--- src/rtl/fetch_unit.sv ---
// Instruction-fetch stage: owns the PC, loads the start PC from a two-word reset vector,
// and feeds IF/ID every cycle. Optional HALT detection is enabled by defining FETCH_HALT_EN.
module fetch_unit #(
    parameter logic [31:0] VEC_ADDR    = 32'h0000_0000,
    parameter logic [31:0] PC_STEP     = 32'd1,
    parameter logic [4:0]  HALT_OPCODE = 5'b00001
) (
    input  logic        clk,
    input  logic        rst,
    input  logic        stall,
    input  logic        redirect,
    input  logic [31:0] redirect_pc,
    output logic [31:0] imem_addr,
    input  logic [15:0] imem_data,
    output logic [15:0] instruction,
    output logic [31:0] pc,
    output logic [31:0] next_pc,
    output logic        iam_bubble,
    output logic [1:0]  fetch_state
);

    typedef enum logic [1:0] {
        S_VEC0 = 2'd0,
        S_VEC1 = 2'd1,
        S_RUN  = 2'd2,
        S_HALT = 2'd3
    } state_t;

`ifdef FETCH_HALT_EN
    localparam bit HALT_EN = 1'b1;
`else
    localparam bit HALT_EN = 1'b0;
`endif

    state_t      state_q, state_d;
    logic [31:0] pc_q, pc_d;
    logic [15:0] vec_hi_q, vec_hi_d;
    logic [31:0] pc_inc;
    logic        halt_hit;

    assign pc_inc      = pc_q + PC_STEP;
    assign halt_hit    = HALT_EN && (imem_data[15:11] == HALT_OPCODE);
    assign fetch_state = state_q;

    always_ff @(posedge clk) begin
        if (rst) begin
            state_q  <= S_VEC0;
            pc_q     <= 32'd0;
            vec_hi_q <= 16'd0;
        end else begin
            state_q  <= state_d;
            pc_q     <= pc_d;
            vec_hi_q <= vec_hi_d;
        end
    end

    always_comb begin
        state_d     = state_q;
        pc_d        = pc_q;
        vec_hi_d    = vec_hi_q;
        imem_addr   = pc_q;
        instruction = 16'd0;
        pc          = 32'd0;
        next_pc     = 32'd0;
        iam_bubble  = 1'b1;
        case (state_q)
            S_VEC0: begin
                imem_addr = VEC_ADDR;
                vec_hi_d  = imem_data;
                state_d   = S_VEC1;
            end
            S_VEC1: begin
                imem_addr = VEC_ADDR + 32'd1;
                pc_d      = {vec_hi_q, imem_data};
                state_d   = S_RUN;
            end
            S_RUN: begin
                instruction = imem_data;
                pc          = pc_q;
                next_pc     = pc_inc;
                // The word fetched alongside a taken redirect is wrong-path.
                iam_bubble  = redirect;
                if (redirect) begin
                    pc_d = redirect_pc;
                end else if (!stall) begin
                    pc_d = pc_inc;
                    if (halt_hit) state_d = S_HALT;
                end
            end
            S_HALT: begin
                pc      = pc_q;
                next_pc = pc_inc;
                if (redirect) begin
                    pc_d    = redirect_pc;
                    state_d = S_RUN;
                end
            end
            default: state_d = S_VEC0;
        endcase
    end

endmodule

--- config.mk ---
export PLATFORM = sky130hd
export DESIGN_NAME = fetch_unit
export DESIGN_NICKNAME = d
export VERILOG_FILES = /design/src/rtl/fetch_unit.sv
export SDC_FILE = /design/constraint.sdc
export NUM_CORES = 1
export LEC_CHECK = 0
export BUFFER_PORTS_ARGS = -buffer_cell sky130_fd_sc_hd__buf_2
export CAP_MARGIN = 20
export CORE_ASPECT_RATIO = 0.5
export CORE_UTILIZATION = 41
export CTS_CLUSTER_SIZE = 30
export DETAILED_ROUTE_END_ITERATION = 10
export PLACE_DENSITY = 0.65
export REMOVE_ABC_BUFFERS = 1
export SLEW_MARGIN = 20
export SYNTH_ARGS = -nofsm -noshare
export SYNTH_HDL_FRONTEND = slang
export SYNTH_SLANG_ARGS = --single-unit
--- constraint.sdc ---
create_clock -name clk -period 2.7 [get_ports clk]
set_input_delay 0.405 -clock clk [delete_from_list [all_inputs] [get_ports clk]]
set_output_delay 0.405 -clock clk [all_outputs]
set_load 0.02 [all_outputs]
==> flow_metrics.tcl, run 1 <==
set metrics [dict create \
    outcome "completed" \
    grt_max_degree 101 \
    finish.net_count 786 \
    mappedNetlistArea_um2 4156 \
    synth.avg_cell_area_um2 7.344 \
    cp_max_fo 4 \
    yosysMostFrequentCell "and2_1" \
    seqCellArea_um2 1020 \
    place_hpwl_um 10290 \
    antenna_cells_inserted 0 \
    place.detailed.instances 848 \
    instance_count_of_the_mapped_netlist 566 \
    grt_pass1_vias 4013 \
    numClockSinks 50 \
    design.portCount 167 \
    cts_inserted_buffers 5 \
    end_point_of_the_critical_path "next_pc[22]" \
    groute.usage.overall 0.2599 \
    cp.arrival_ps 2290 \
    total_count_of_max_transition_violations_in_the_final_report 0 \
    post_synth_most_frequent_cells "and2_1 (104), dfxtp_1 (50), clkbuf_1 (36)" \
    cp.required_ps 2300 \
    yosys_warnings 0 \
    drt_pre_antenna_iters 5 \
    regToRegEndpoint "pc_q[13]$_SDFFE_PP0P_" \
    synth_seq_cells 50 \
    yosysUniqueCellTypes 63 \
    share_of_layout_cells_above_drive_strength_1 0.3460 \
    synth-edff-count 0 \
    critPathKind "register to output pin" \
    floorplan.rows 25 \
    antenna_violations_before_repair 0 \
    grt_first_pass_wirelength_um 21190 \
    floorplan.core_area_um2 9634 \
    area_fraction_of_the_dominant_cell_type_after_synthesis 0.2408 \
    total_power_mw 2.624 \
    finished_layout_cell_area_um2 5550 \
    synth_top_cell_by_area "dfxtp_1" \
    maximum_capacitance_violations 0 \
    gr-total-overflow 0 \
    rr_worst_depth 7 \
    floorplan.die.height_um 73.20 \
    wl_per_instance_um 15.89 \
    viasPerCell 5.487 \
    vdd_ir_drop_max_v 0.0003329 \
    drt_wl_total_um 13810 \
    drt_iter0_markers 456 \
    multi_input_comb_area_um2 2893 \
    reg2reg_from "fetch_state[0]$_SDFFE_PP0P_" \
    clkSlewWorstSetupHoldPaths_ps 70 \
    yosysSeqAreaShare 0.2408 \
    design.die.area_um2 10570 \
    postSynth.asyncResetShare 0 \
    drc_errors 0 \
    setup-tns-final_ps 0 \
    cp-start-kind "register" \
    ant_nets 0 \
    worst_skew_pair.late_latency_ps 300 \
    gp_congestion 0.9487 \
    worst_slew_pin_slew_ps 733.6 \
    num-fill-cells 942 \
    route.vias.total 4768 \
    area_delta_synth_final_pct 33.53 \
    period_share 0.9983 \
    leakage_power_summed_over_all_cells_nw 2.640 \
    timing.clock.skew_ps 6.522 \
    hold_viol_final 0 \
    cts-hold-fix-buffers 0 \
    tritoncts "done" \
    final_core_util 0.5761 \
    achievable-frequency_ghz 0.3710 \
    clk_root_buffer_cell "clkbuf_16" \
    slew-limit-headroom 0.5109 \
    worstSetupStartpoint "pc_q[0]$_SDFFE_PP0P_" \
    rsz0062_at_grt "yes" \
    setup_viol 0 \
    max_h_tree_level 2 \
    top_reg_cell_synth "dfxtp_1" \
    powerDensity_nw_per_um2 472.7 \
    setup.worst_path.end_class "output pin" \
    max-clock-path-buffers 2 \
    min-delay-path-class "primary input to register" \
    rrSetupSlack_ps 550 \
    detailed_place.area_um2 5147 \
    dieWidth_um 144.4 \
    numPortBuffers 166 \
    final_cells 869 \
    initial_core_util 0.4314 \
    synth.area.top_cells "dfxtp_1 (24%), and2_1 (16%), a21oi_1 (3.6%)" \
    finalCriticalPeriod_ps 2695 \
]
==> power by group <==
part,total [mW],internal [mW],switching (mW)
Sequential,0.933,0.823,0.110
Clock,0.853,0.557,0.296
Combinational,0.838,0.336,0.502
==> state kept, by name, summed over array words and instances (netlist names) <==
register     flops
pc_q            32
vec_hi_q        16
fetch_state      2
==> metrics by stage <==
stage | hold slack [ps] | setup WS, ps
after CTS | 339.3 | 20.02
after floorplan | 441.2 | -2052
final | 340.3 | 4.720
after global routing | 334.2 | -67.33
after global placement | 459.4 | 172.1
after detailed placement | 460.5 | 153.0
==> critical path: stages (launching register included) <==
cell and delay (ps):
dfxtp_4 370, ha_4 150, nand3_2 120, or3_4 470, or4_4 450, xnor2_1 140, and2_1 150, buf_2 150
==> cells in the final DEF, fill, tap and decap left out, drive strengths merged, types with 4 or more instances in the layout <==
| master | n |
|---|---|
| nand4 | 12 |
| o22ai | 5 |
| nor2 | 28 |
| nor3 | 15 |
| nor4 | 11 |
| xnor2 | 17 |
| o21a | 4 |
| or4 | 4 |
| and3 | 7 |
| buf | 214 |
| o32ai | 5 |
| and2 | 106 |
| a22o | 16 |
| or3 | 7 |
| dfxtp | 50 |
| a21oi | 30 |
| nand3 | 27 |
| inv | 18 |
| nand2 | 23 |
| nand2b | 10 |
| a31oi | 14 |
| o211ai | 4 |
| o21ai | 30 |
| clkbuf | 6 |
| nor2b | 14 |
| xor2 | 10 |
==> routing by layer <==
metal	wire length [µm]	track usage
met3	1043	0.03609
met1	6553	0.3833
met4	221	0.06199
met2	5990	0.3964
met5	0	0
==> cell type report <==
cell class | count | area share
inverter | 19 | 0.01285
tap | 135 | 0.03043
timing repair buffer | 214 | 0.2160
clock buffer | 6 | 0.02502
multi-input combinational | 443 | 0.5212
clock inverter | 2 | 0.01082
sequential | 50 | 0.1837
==> cell families after synthesis <==
kind of cell	share of synthesized area
AO/OA/AOI/OAI	0.2231
AND/OR/NAND/NOR	0.3853
XOR/XNOR	0.05689
adder cells (fa/ha/maj)	0.003010
buffers and inverters	0.08338
multiplexers	0.007526
flip-flops	0.2408
==> timing repair <==
action,in CTS,in global routing
buffers inserted,4,9
gates resized for setup,11,15
cloned,0,0
pin swaps,2,7
endpoints found under the hold margin,0,0
endpoints found under the setup margin,7,9
==> how the worst min path moves through the flow <==
stage,startpoint,endpoint,slack [ps],cells past startpoint
floorplan,vec_hi_q[10]$_SDFFE_PP0P_,vec_hi_q[10]$_SDFFE_PP0P_,440,1
global placement,vec_hi_q[10]$_SDFFE_PP0P_,vec_hi_q[10]$_SDFFE_PP0P_,460,1
detailed placement,vec_hi_q[10]$_SDFFE_PP0P_,vec_hi_q[10]$_SDFFE_PP0P_,460,1
CTS,imem_data[12],vec_hi_q[12]$_SDFFE_PP0P_,340,2
global route,imem_data[12],vec_hi_q[12]$_SDFFE_PP0P_,330,2
finish,imem_data[12],vec_hi_q[12]$_SDFFE_PP0P_,340,2
Power figures use the tool's default switching activity.
==> run 2, diff against run 1 <==
Settings changed: ABC_AREA from default to 1, CTS_BUF_LIST from default to sky130_fd_sc_hd__clkbuf_8 sky130_fd_sc_hd__clkbuf_16, PLACE_DENSITY 0.65 to 0.66, SLEW_MARGIN 20 to 5.
==> run 2 against run 1 <==
Against the previous run:
- synthesized cell count rose by 22%
- clock skew decreased by 0.87 ps
- critical path depth grew 3
- sequential cell count unchanged
- worst hold slack better by 41 ps
- final cell count grew 12%
- utilization down 3.2 points
- largest power group unchanged
- highest routed layer is now met5
==> flow_metrics.tcl, run 2 <==
set metrics [dict create \
    setup.worst_path.end_class "output pin" \
    cp_max_fo 6 \
    postSynth.asyncResetShare 0 \
    route.met3.wl_um 1353 \
    yosysMostFrequentCell "nand2_1" \
    layout.cells.most_common "nand2_1" \
    synth.area.top_cells "dfxtp_1 (25%), nand2_1 (17%), nor2_1 (11%)" \
    yosys_warnings 0 \
    groute.usage.overall 0.2669 \
    rr_worst_depth 7 \
    ant_nets 0 \
    cts_inserted_buffers 5 \
    antenna_violations_before_repair 1 \
    numPortBuffers 166 \
    regToRegEndpoint "pc_q[0]$_SDFFE_PP0P_" \
    seq_power_share 0.358 \
    fin_worst_hold_slack_ps 380.9 \
    max_h_tree_level 2 \
    wl_met1_um 6360 \
    power.share.combinational 0.331 \
    floorplan.die.height_um 72.33 \
    floorplan.rows 25 \
    largest_register_ffs 32 \
    total_count_of_max_transition_violations_in_the_final_report 0 \
    grt_first_pass_wirelength_um 21560 \
    vdd_ir_drop_max_v 0.0003029 \
    area_delta_synth_final_pct 27.61 \
    drc_errors 0 \
    reg2reg_from "fetch_state[1]$_SDFFE_PP0P_" \
    worstSetupStartpoint "pc_q[0]$_SDFFE_PP0P_" \
    min-delay-path-class "primary input to register" \
    achievable-frequency_ghz 0.4055 \
    drt_wl_total_um 13780 \
    wl_per_instance_um 14.13 \
    leakage_power_summed_over_all_cells_nw 2.982 \
    top_reg_cell_synth "dfxtp_1" \
    internal_power_mw 1.712 \
    gr-total-overflow 0 \
    grt_max_degree 36 \
    setup-tns-final_ps 0 \
    initial_core_util 0.4264 \
    yosysSeqAreaShare 0.2468 \
    end_point_of_the_critical_path "next_pc[28]" \
    share_of_layout_cells_above_drive_strength_1 0.2571 \
    synth_seq_cells 50 \
    largest-register "pc_q" \
    cp.required_ps 2300 \
    total_power_mw 2.765 \
    area_fraction_of_the_dominant_cell_type_after_synthesis 0.2468 \
    tritoncts "done" \
    swShare 0.3811 \
    power_switching_mw 1.054 \
    setup_slack_ps 233.8 \
    drt_pre_antenna_iters 6 \
    hold_viol_final 0 \
    max-clock-path-buffers 2 \
    antenna_cells_inserted 0 \
    synth_top_cell_by_area "dfxtp_1" \
    cts-hold-fix-buffers 0 \
    slew-limit-headroom 0.5675 \
    cp.arrival_ps 2060 \
    num-fill-cells 1013 \
    power_frac_clock 0.311 \
    design.portCount 167 \
    numClockSinks 50 \
    final_core_util 0.5442 \
    setup_viol 0 \
    clkSlewWorstSetupHoldPaths_ps 70 \
    placement.setup.worst_slack_ps 577.9 \
    drt_iter0_markers 349 \
    post_synth_most_frequent_cells "nand2_1 (182), nor2_1 (124), inv_1 (107)" \
    seqCellArea_um2 1001 \
    gp_congestion 0.9106 \
    clk_root_buffer_cell "clkbuf_16" \
    finalCriticalPeriod_ps 2466 \
    outcome "completed" \
    critPathKind "register to output pin" \
    mappedNetlistArea_um2 4055 \
    maxUsedRoutingLayer "met5" \
    crit_chain "ha_1 > nand2_1 > nor2_2 > nand2_2 > nor2_2 > nand2_1 > nand2_1 > nand2_1 > nor2_1 > buf_2" \
    postCtsSetupBuffers 0 \
    rsz0062_at_grt "no" \
    synth-edff-count 0 \
    finish.net_count 892 \
    crit_buf_inv 1 \
    cp-start-kind "register" \
    instance_count_of_the_mapped_netlist 690 \
    critical_path.max_stage_delay_ps 430 \
    final_cells 975 \
    maximum_capacitance_violations 0 \
    viasPerCell 5.136 \
    yosysUniqueCellTypes 32 \
    detailed_place.area_um2 4976 \
    grt_pass1_vias 4242 \
    path_depth 10 \
    total_length_of_routed_met2_wires_um 5917 \
    worst_skew_pair.late_latency_ps 300 \
    worst_slew_pin_slew_ps 648.0 \
    multi_input_comb_area_um2 2466 \
    critical-path-top-delay-family "simple AND/OR/NAND/NOR gates" \
    rrSetupSlack_ps 710 \
    route.vias.total 5008 \
    ctsResizeCount 0 \
    layout_common_cells "nand2_1 (182), buf_2 (166), nor2_1 (124)" \
    powerDensity_nw_per_um2 534.4 \
    synth.avg_cell_area_um2 5.877 \
    dieWidth_um 142.6 \
    timing.clock.skew_ps 5.656 \
    period_share 0.9134 \
    floorplan.core_area_um2 9509 \
    place.detailed.instances 967 \
    place_hpwl_um 10130 \
    crit_top_cell "nand2_1" \
    critical_path_cell_with_the_highest_stage_delay "dfxtp_1" \
    finished_layout_cell_area_um2 5175 \
    design.die.area_um2 10320 \
]
[run 2: cell count changes after synthesis, sizes merged, moves of 15 or more]
cell | before | now
a22o | 16 | 0
and2 | 106 | 0
a221oi | 0 | 29
inv | 18 | 109
clkbuf | 41 | 16
nor3 | 15 | 0
nand2 | 23 | 185
nor2 | 28 | 136
[run 2: how the worst min path moves through the flow]
stage / from / end / slack [ps] / depth (start not counted)
final: imem_data[14] / vec_hi_q[14]$_SDFFE_PP0P_ / 380 / 3
after global placement: vec_hi_q[8]$_SDFFE_PP0P_ / vec_hi_q[8]$_SDFFE_PP0P_ / 440 / 2
after detailed placement: vec_hi_q[1]$_SDFFE_PP0P_ / vec_hi_q[1]$_SDFFE_PP0P_ / 450 / 2
after global routing: imem_data[5] / vec_hi_q[5]$_SDFFE_PP0P_ / 400 / 3
after floorplan: vec_hi_q[0]$_SDFFE_PP0P_ / vec_hi_q[0]$_SDFFE_PP0P_ / 430 / 2
after CTS: imem_data[11] / vec_hi_q[11]$_SDFFE_PP0P_ / 380 / 3
[run 2: cells by family (layout without fill, tap and decap cells)]
kind of cell,after synthesis,count (layout),synth area share
flip-flops,50,50,0.2468
buffers and inverters,146,296,0.1450
XOR/XNOR,15,15,0.03240
AO/OA/AOI/OAI,131,131,0.2178
AND/OR/NAND/NOR,347,347,0.3548
adder cells (fa/ha/maj),1,1,0.003085
[run 2: layer usage]
layer | track usage | up-vias
met5 | 0 | -
met4 | 0.05018 | 2
met3 | 0.05743 | 19
met2 | 0.4063 | 230
met1 | 0.3872 | 2276
li1 | - | 2481
[run 2: cell type report]
class                           instances  area share
Timing Repair Buffer                  179      0.1794
Clock inverter                          2     0.01161
Inverter                              109     0.07955
Tap cell                              135     0.03264
Multi-Input combinational cell        494      0.4765
Clock buffer                            6     0.02684
Sequential cell                        50      0.1934
[run 2: power by group through the flow]
stage | Sequential [mW] | Clock, mW | Combinational (mW)
finish | 0.991 | 0.859 | 0.916
global placement | 1.00 | 0 | 0.900
CTS | 0.985 | 0.860 | 0.909
floorplan | 0.964 | 0 | 0.588
detailed placement | 1.00 | 0 | 0.904
global route | 1.01 | 0.894 | 1.01
[run 2: worst reg2reg max path: stages (launching register included)]
cell,delay [ps]
dfxtp_1,590
inv_4,200
nor2_8,210
nand3_1,110
nand2_2,120
inv_2,250
o21ai_0,280
a41oi_1,70
